$ cat config.mk
export PLATFORM = sky130hd
export DESIGN_NAME = serial_deser_flat
export DESIGN_NICKNAME = d
export VERILOG_FILES = /design/src/rtl/serial_deser_if.sv /design/src/rtl/serial_deser_hold.sv /design/src/rtl/serial_deser.sv /design/src/flat_wrapper.sv
export SDC_FILE = /design/constraint.sdc
export NUM_CORES = 1
export LEC_CHECK = 0
export CELL_PAD_IN_SITES_DETAIL_PLACEMENT = 0
export CELL_PAD_IN_SITES_GLOBAL_PLACEMENT = 2
export CORE_MARGIN = 3
export CORE_UTILIZATION = 30
export CTS_CLUSTER_SIZE = 40
export DETAILED_ROUTE_END_ITERATION = 10
export PLACE_DENSITY_LB_ADDON = 0.1
export SYNTH_ARGS = -nofsm -noshare
export SYNTH_HDL_FRONTEND = slang
export SYNTH_SLANG_ARGS = --single-unit
$ cat constraint.sdc
create_clock -name clk_i -period 1.7 [get_ports clk_i]
set_clock_uncertainty 0.15 [all_clocks]
set_input_delay 0.34 -clock clk_i [delete_from_list [all_inputs] [get_ports clk_i]]
set_output_delay 0.34 -clock clk_i [all_outputs]
set_load 0.01 [all_outputs]
$ cat src/rtl/serial_deser_if.sv
// serial_deser_if
//   Bundles the serial input and word output handshake of serial_deser.
//   slave  : the deserializer side (samples bits, drives the word output)
//   master : the producer/consumer side (drives bits and ready_i)
//   Signals:
//     bit_i, bit_valid_i, frame_i : serial bit, qualifier, start-of-word marker
//     data_o, valid_o, ready_i    : assembled word with valid/ready handshake
//     overrun_o, frame_err_o      : one-cycle error pulses
interface serial_deser_if #(
    parameter int WIDTH = 8
);
    logic             bit_i;
    logic             bit_valid_i;
    logic             frame_i;
    logic             ready_i;
    logic [WIDTH-1:0] data_o;
    logic             valid_o;
    logic             overrun_o;
    logic             frame_err_o;

    modport slave (
        input  bit_i, bit_valid_i, frame_i, ready_i,
        output data_o, valid_o, overrun_o, frame_err_o
    );

    modport master (
        output bit_i, bit_valid_i, frame_i, ready_i,
        input  data_o, valid_o, overrun_o, frame_err_o
    );
endinterface

$ cat src/rtl/serial_deser_hold.sv
// serial_deser_hold
//   One-word output holding register with valid/ready handshake.
//   A completed word is loaded when the register is free (empty, or being
//   consumed on the same edge); otherwise the word is dropped and overrun_o
//   pulses for one cycle.
//   Ports:
//     clk_i, rst_i  : clock, async active-high reset
//     load_i        : a completed word is offered on this edge
//     load_data_i   : the completed word
//     ready_i       : consumer accepts data_o when valid_o is high
//     data_o        : held word (keeps last value after consume)
//     valid_o       : data_o holds an unconsumed word
//     overrun_o     : one-cycle pulse, offered word was dropped
module serial_deser_hold #(
    parameter int WIDTH = 8
) (
    input  logic             clk_i,
    input  logic             rst_i,
    input  logic             load_i,
    input  logic [WIDTH-1:0] load_data_i,
    input  logic             ready_i,
    output logic [WIDTH-1:0] data_o,
    output logic             valid_o,
    output logic             overrun_o
);
    logic [WIDTH-1:0] r_data;
    logic             r_valid;
    logic             r_overrun;
    logic             w_free;

    // Free also when the held word leaves on this very edge, so a
    // simultaneous consume and complete replaces the word without overrun.
    assign w_free = !r_valid || ready_i;

    always_ff @(posedge clk_i or posedge rst_i) begin
        if (rst_i) begin
            r_data    <= '0;
            r_valid   <= 1'b0;
            r_overrun <= 1'b0;
        end else begin
            r_overrun <= load_i && !w_free;
            if (load_i && w_free) begin
                r_data  <= load_data_i;
                r_valid <= 1'b1;
            end else if (r_valid && ready_i) begin
                r_valid <= 1'b0;
            end
        end
    end

    assign data_o    = r_data;
    assign valid_o   = r_valid;
    assign overrun_o = r_overrun;
endmodule

$ cat src/rtl/serial_deser.sv
// serial_deser
//   Collects a qualified serial bit stream into WIDTH-bit words and hands
//   each word to a one-word holding register with valid/ready output.
//   frame_i (qualified by bit_valid_i) forces a resync: the bit starts a new
//   word and any partial word is discarded with a frame_err_o pulse.
//   Parameters:
//     WIDTH     : word length, >= 2
//     MSB_FIRST : 1 = first bit lands in data_o[WIDTH-1], 0 = in data_o[0]
//   Ports:
//     clk_i, rst_i : clock, async active-high reset
//     bus          : serial_deser_if slave modport (bits in, word out)
module serial_deser #(
    parameter int WIDTH     = 8,
    parameter bit MSB_FIRST = 1'b1
) (
    input  logic           clk_i,
    input  logic           rst_i,
    serial_deser_if.slave  bus
);
    localparam int               CNT_W = $clog2(WIDTH + 1);
    localparam logic [CNT_W-1:0] LAST  = CNT_W'(WIDTH - 1);

    logic [WIDTH-1:0] r_sh;
    logic [CNT_W-1:0] r_cnt;
    logic             r_frame_err;
    logic [WIDTH-1:0] w_sh_next;
    logic             w_complete;

    generate
        if (MSB_FIRST) begin : g_msb
            assign w_sh_next = {r_sh[WIDTH-2:0], bus.bit_i};
        end else begin : g_lsb
            assign w_sh_next = {bus.bit_i, r_sh[WIDTH-1:1]};
        end
    endgenerate

    // A framed bit is always bit 1 of a word, so it can never complete one
    // (WIDTH >= 2). Stale bits left in r_sh after a resync are shifted out
    // before the new word completes, so no explicit clear is needed.
    assign w_complete = bus.bit_valid_i && !bus.frame_i && (r_cnt == LAST);

    always_ff @(posedge clk_i or posedge rst_i) begin
        if (rst_i) begin
            r_sh        <= '0;
            r_cnt       <= '0;
            r_frame_err <= 1'b0;
        end else begin
            r_frame_err <= 1'b0;
            if (bus.bit_valid_i) begin
                r_sh <= w_sh_next;
                if (bus.frame_i) begin
                    r_cnt       <= CNT_W'(1);
                    r_frame_err <= (r_cnt != '0);
                end else if (w_complete) begin
                    r_cnt <= '0;
                end else begin
                    r_cnt <= r_cnt + CNT_W'(1);
                end
            end
        end
    end

    assign bus.frame_err_o = r_frame_err;

    serial_deser_hold #(
        .WIDTH (WIDTH)
    ) u_hold (
        .clk_i       (clk_i),
        .rst_i       (rst_i),
        .load_i      (w_complete),
        .load_data_i (w_sh_next),
        .ready_i     (bus.ready_i),
        .data_o      (bus.data_o),
        .valid_o     (bus.valid_o),
        .overrun_o   (bus.overrun_o)
    );
endmodule

$ cat src/flat_wrapper.sv
// flat-port wrapper written by rule: the top's interface ports become plain ports
module serial_deser_flat 
#(
    parameter int WIDTH     = 8,
    parameter bit MSB_FIRST = 1'b1
)
  (clk_i, rst_i, bus_bit_i, bus_bit_valid_i, bus_frame_i, bus_ready_i, bus_data_o, bus_valid_o, bus_overrun_o, bus_frame_err_o);
  serial_deser_if #(.WIDTH(WIDTH)) bus_i ();
  input  logic clk_i;
  input  logic rst_i;
  input wire logic [$bits(bus_i.bit_i)-1:0] bus_bit_i;
  input wire logic [$bits(bus_i.bit_valid_i)-1:0] bus_bit_valid_i;
  input wire logic [$bits(bus_i.frame_i)-1:0] bus_frame_i;
  input wire logic [$bits(bus_i.ready_i)-1:0] bus_ready_i;
  output wire logic [$bits(bus_i.data_o)-1:0] bus_data_o;
  output wire logic [$bits(bus_i.valid_o)-1:0] bus_valid_o;
  output wire logic [$bits(bus_i.overrun_o)-1:0] bus_overrun_o;
  output wire logic [$bits(bus_i.frame_err_o)-1:0] bus_frame_err_o;
  assign bus_i.bit_i = bus_bit_i;
  assign bus_i.bit_valid_i = bus_bit_valid_i;
  assign bus_i.frame_i = bus_frame_i;
  assign bus_i.ready_i = bus_ready_i;
  assign bus_data_o = bus_i.data_o;
  assign bus_valid_o = bus_i.valid_o;
  assign bus_overrun_o = bus_i.overrun_o;
  assign bus_frame_err_o = bus_i.frame_err_o;
  serial_deser #(.WIDTH(WIDTH), .MSB_FIRST(MSB_FIRST)) u_core (.clk_i(clk_i), .rst_i(rst_i), .bus(bus_i));
endmodule
* Word level (Yosys, flattened, before mapping)
Cells that the tools add are included.
Storage, ports and cells: flip-flop bits (word level) 22, latch bits 0, RAM bits 0, bits in read-only memories 0, output and inout bits 11, memories kept 0
Operators by class: $add $sub $neg 1, multipliers 0, divide/modulo/power cells 0, magnitude comparators 0, equal/unequal tests 1, shift-type cells 0, multiplexer cells 6, bitwise gates (word level) 0, reduce and logical (&&, ||, !) cells 11
Operators with widths (number):
- $mux W4 | 2
- $logic_and A1 B1 Y1 | 5
- $add A4 B1 Y4 const B | 1
- $eq A4 B3 Y1 const B | 1
- $mux W1 | 4
- $reduce_bool A4 Y1 | 1
- $logic_not A1 Y1 | 3
- $reduce_bool A2 Y1 | 1
- $logic_or A1 B1 Y1 | 1

* Depth between registers and ports, before layout
depth in word-level cells 5, mapped depth 5, gate-level depth less buffers 4

* Modules after synthesis
A second synthesis with hierarchy kept.
Unflattened totals: cell total of the unflattened synthesis 70, area, all modules 943.4 µm²
Modules (own cells, without submodules):
- serial_deser | instances 1, cells an instance 46, area an instance 533.0 µm², sequential area each 300.3 µm²
- serial_deser_hold | instances 1, cells an instance 24, area an instance 410.4 µm², sequential area each 250.2 µm²

* Worst setup path after synthesis
No wires, ideal clock.
path type register to register, start reg u_core.r_cnt[0], end reg u_core.u_hold.r_data[0] (netlist: u_core.u_hold.data_o[0]), data arrival time 1484 ps, data required time 1425 ps, path slack -59 ps, cell stages (with the launch flop) 5, buffers on the path 0, clock period less this slack 1759 ps, path through dfrtp_1 -> ha_1 -> inv_1 -> nor4b_4 -> mux2_2
Between the ends: word-level cells in the longest chain between the ends 3
Ends and longest elaborated chain:
- start, declared | line serial_deser.sv:24 | logic [CNT_W-1:0] r_cnt;
- start signal, assigned | line serial_deser.sv:57 | r_cnt <= r_cnt + CNT_W'(1);
- $eq A4 B3 Y1 | line serial_deser.sv:40 | assign w_complete = bus.bit_valid_i && !bus.frame_i && (r_cnt == LAST);
- $logic_and A1 B1 Y1 | line serial_deser.sv:40
- $logic_and A1 B1 Y1 | line serial_deser_hold.sv:42 | if (load_i && w_free) begin
- end signal, assigned | line serial_deser_hold.sv:43 | r_data <= load_data_i;
- end, declared | line serial_deser_hold.sv:26 | logic [WIDTH-1:0] r_data;
Every way passes these cells. A chain may end at the register's enable or synchronous reset.

* Worst setup path after layout
start in bus_frame_i, end reg u_core.u_hold.r_data[3] (netlist: u_core.u_hold.data_o[3])
Between the ends: word-level cells in the longest chain between the ends 4
Ends and longest elaborated chain:
- start, declared | line flat_wrapper.sv:13 | input wire logic [$bits(bus_i.frame_i)-1:0] bus_frame_i;
- $logic_not A1 Y1 | line serial_deser.sv:40
- $logic_and A1 B1 Y1 (2 in a row) | line serial_deser.sv:40
- $logic_and A1 B1 Y1 | line serial_deser_hold.sv:42
Every way passes these cells.

==> run summary <==
RUN STATUS
--------------------------------------------------------------------------------
Outcome                                                                completed

STA
--------------------------------------------------------------------------------
Post-route worst hold slack                                             0.195 ns
Share of the clock period used by the worst path                           0.983
Max_slew headroom                                                          0.808
Count of final hold-check violations                                           0
Final number of setup-violating endpoints                                      0
Count of pins over their slew limit                                            0
Clock period minus worst slack                                           1.67 ns
Slew at the pin closest to its max-slew limit                           0.285 ns
Highest Clock Rate                                                       599 MHz

CLOCK TREE
--------------------------------------------------------------------------------
Number of setup buffers added after CTS                                        0
Skew-Pair Late Insertion Delay                                           0.31 ns
Count of hold-fix buffers inserted at cts                                      0
CTS tree                                                                   built
H-tree levels                                                                  1
Clock Root Buffer                                                   sky130_fd_sc_hd__clkbuf_4
CTS clk-pin slew, worst paths                                            0.13 ns
Number of buffers inserted during clock tree synthesis                         3
Count of clock tree sinks                                                     22
Clock buffer depth                                                             2

FINAL LAYOUT
--------------------------------------------------------------------------------
Nets                                                                         102
Area added between synthesis and finish                                    32.9%
Share of post-route cells with drive strength above 1                      0.333
Final antenna diode count                                                      0
Post-layout util                                                           0.431
Most common cell after layout, fill and taps aside                  sky130_fd_sc_hd__dfrtp_1
Summed area of non-filler cells in the final layout                 0.00123 sq mm
Most frequent cells in the layout                                   sky130_fd_sc_hd__dfrtp_1, sky130_fd_sc_hd__mux2_2, sky130_fd_sc_hd__dlygate4sd2_1

FLOORPLANNING
--------------------------------------------------------------------------------
Area enclosed by the die boundary                                   0.00378 sq mm
Core Area                                                           0.00285 sq mm
Cell row count                                                                19
Initial standard-cell utilization of the core                              0.324
X dimension of the die                                              61.5 microns
IO Count                                                                      17
Vertical extent of the die                                          61.5 microns

WORST SETUP PATH
--------------------------------------------------------------------------------
R2r worst-path depth                                                           4
Ordered cell list for the critical path                             clkdlybuf4s50_1 > nor4b_4 > buf_6 > mux2_2
Crit path launch                                                     bus_frame_i
Cell family contributing the most delay on the critical path        buffers and inverters
Critical Path Slowest Stage Cell                                    sky130_fd_sc_hd__clkdlybuf4s50_1
Crit Path Class                                                     primary input to flop
Worst Setup End Kind                                                        flop
Sum of buffers and inverters on the critical path                              2
Register-to-register setup slack                                         0.06 ns
Origin of the critical flop-to-flop path                            u_core.r_cnt[3]
Maximum fanout along the worst path                                            8
Arrival @ worst endpoint                                                 1.72 ns
Reg-to-reg endpoint                                                 u_core.u_hold.data_o[3]
Peak per-stage delay on the critical path                                0.54 ns
Crit path launch type                                               primary input
Required time at the worst-slack endpoint                                1.75 ns

DRT
--------------------------------------------------------------------------------
Iteration count of the initial detailed-routing pass                           2
Antenna Violating Nets Remaining                                               0
Routed via count                                                             588
DR WL/cell                                                          13.3 microns
DRC marker count from the first detailed-route iteration                      11
WL final                                                                 1.65 mm
Via count normalized by instance count                                      4.74
Remaining design rule violation count                                          0

PLACE
--------------------------------------------------------------------------------
Final weighted congestion in routability-driven placement                  0.725
DP Area                                                             0.00117 sq mm
Count of input and output buffers                                             16
Half-perimeter wire length after placement                               1.19 mm

SYNTHESIS
--------------------------------------------------------------------------------
Post-synthesis sequential area ratio                                       0.595
Post-synthesis instance area                                           925 sq um
Yosys cell types                                                              19
Count of warnings emitted by yosys                                             0
Mapped Nets                                                                   75
Cell count after synthesis                                                    67
FF+latch count, synth                                                         22
Per-instance average area after synthesis                             13.8 sq um

POWER AND IR DROP
--------------------------------------------------------------------------------
Power per Cell Area                                                 1040 mW/mm^2
Fraction of power spent switching nets                                     0.238
Leak pwr                                                                0.657 nW
Logic gate share of total power                                            0.174
Share of power burned in the clock network                                 0.312
IR Drop Worst-Case VDD                                                0.000487 V
Total power of the final layout                                          1.28 mW
Power spent charging and discharging nets                               0.305 mW
Internal Dissipation                                                    0.974 mW
Share of power burned in registers                                         0.514

GRT
--------------------------------------------------------------------------------
Overflow left after global routing                                             0
Largest net degree at the start of global routing                             23
Number of antenna violations at the first check in global routing              0
Wire length of the first global-routing pass                             2.83 mm
Global-route total usage across every layer                                0.104
Number of global-route vias before repair                                    651

FLOW RUN
--------------------------------------------------------------------------------
Max cap viols                                                                  0

MIN PATH
--------------------------------------------------------------------------------
Worst hold path class                                               primary input to async pin

## cell usage after synthesis
library cell,n,area share
sky130_fd_sc_hd__o21ai_0,3,0.016
sky130_fd_sc_hd__a21oi_1,1,0.0054
sky130_fd_sc_hd__or3_1,1,0.0068
sky130_fd_sc_hd__nand3b_4,1,0.022
sky130_fd_sc_hd__nor2_1,2,0.0081
sky130_fd_sc_hd__inv_1,4,0.016
sky130_fd_sc_hd__nor4b_4,1,0.026
sky130_fd_sc_hd__a21boi_0,1,0.0081
sky130_fd_sc_hd__nand2_1,4,0.016
sky130_fd_sc_hd__nand4_1,1,0.0068
sky130_fd_sc_hd__buf_4,1,0.0081
sky130_fd_sc_hd__mux2_2,15,0.18
sky130_fd_sc_hd__o41ai_1,1,0.0095
sky130_fd_sc_hd__nand2b_1,3,0.020
sky130_fd_sc_hd__dfrtp_1,22,0.60
sky130_fd_sc_hd__nand3_1,1,0.0054
sky130_fd_sc_hd__ha_1,2,0.027
sky130_fd_sc_hd__clkbuf_1,1,0.0041
sky130_fd_sc_hd__nand3b_1,2,0.016
## routing by layer
layer,routed length (microns),track usage,vias up
li1,-,-,280
met3,60,0.0210,2
met1,738,0.127,299
met5,0,0,-
met2,831,0.169,7
met4,17,0.0636,0
## area by class of cell
class,instances,area [sq um]
Clock buffer,3,22.5
Timing Repair Buffer,24,220
Tap cell,31,38.8
Multi-Input combinational cell,39,350
Clock inverter,1,30.0
Inverter,4,15.0
Sequential cell,22,552
Fill cell,286,1620
## cell families (layout without fill, tap and decap cells)
group / count (synthesis) / after routing / share of synthesized area
DFF: 22 / 22 / 0.595
and+or+nand+nor: 16 / 16 / 0.127
muxes: 15 / 15 / 0.183
AOI/OAI and AO/OA: 6 / 6 / 0.0392
buffers and inverters: 6 / 32 / 0.0284
adders and majority gates: 2 / 2 / 0.0271
## worst register-to-register path, stage by stage, from the launching register on
cell                       delay [ns]
sky130_fd_sc_hd__dfrtp_1         0.43
sky130_fd_sc_hd__nand3b_4        0.18
sky130_fd_sc_hd__nor4b_4         0.27
sky130_fd_sc_hd__buf_6           0.17
sky130_fd_sc_hd__mux2_2          0.34
## power groups by stage
stage / registers [mW] / logic [mW] / clock network (mW)
global placement: 0.669 / 0.248 / 0
floorplan: 0.674 / 0.114 / 0
finish: 0.658 / 0.223 / 0.399
CTS: 0.660 / 0.228 / 0.412
global route: 0.672 / 0.249 / 0.439
detailed placement: 0.671 / 0.249 / 0
## sequential cells by signal (all words and copies together) (netlist names)
signal and flops:
u_core.u_hold.data_o 8, u_core.r_sh 7, u_core.r_cnt 4, u_core.bus.frame_err_o 1
u_core.u_hold.overrun_o 1, u_core.u_hold.valid_o 1
## through the flow
step / setup WS (ns) / TNS [ns] / std cells
after global placement: -0.332 / -3.50 / 120
after global routing: -0.000281 / -0.000281 / 124
final: 0.0294 / 0 / 124
after floorplan: -0.0498 / -0.398 / 67
after CTS: 0.00177 / 0 / 124
after detailed placement: -0.335 / -3.48 / 120
## worst max path at each step
stage	endpoint	slack, ns	cells after the start
final	u_core.u_hold.data_o[3]	0.03	4
after global routing	u_core.u_hold.data_o[3]	-0.0003	4
after CTS	u_core.u_hold.data_o[3]	0.002	5
after detailed placement	u_core.u_hold.data_o[3]	-0.33	5
after global placement	u_core.u_hold.data_o[3]	-0.33	5
after floorplan	u_core.u_hold.data_o[0]	-0.05	4
## what timing repair did
action | in CTS | in global routing
pin swaps | 0 | 2
setup endpoints to repair | 9 | 10
resized for setup | 9 | 5
Power figures use the tool's default switching activity.
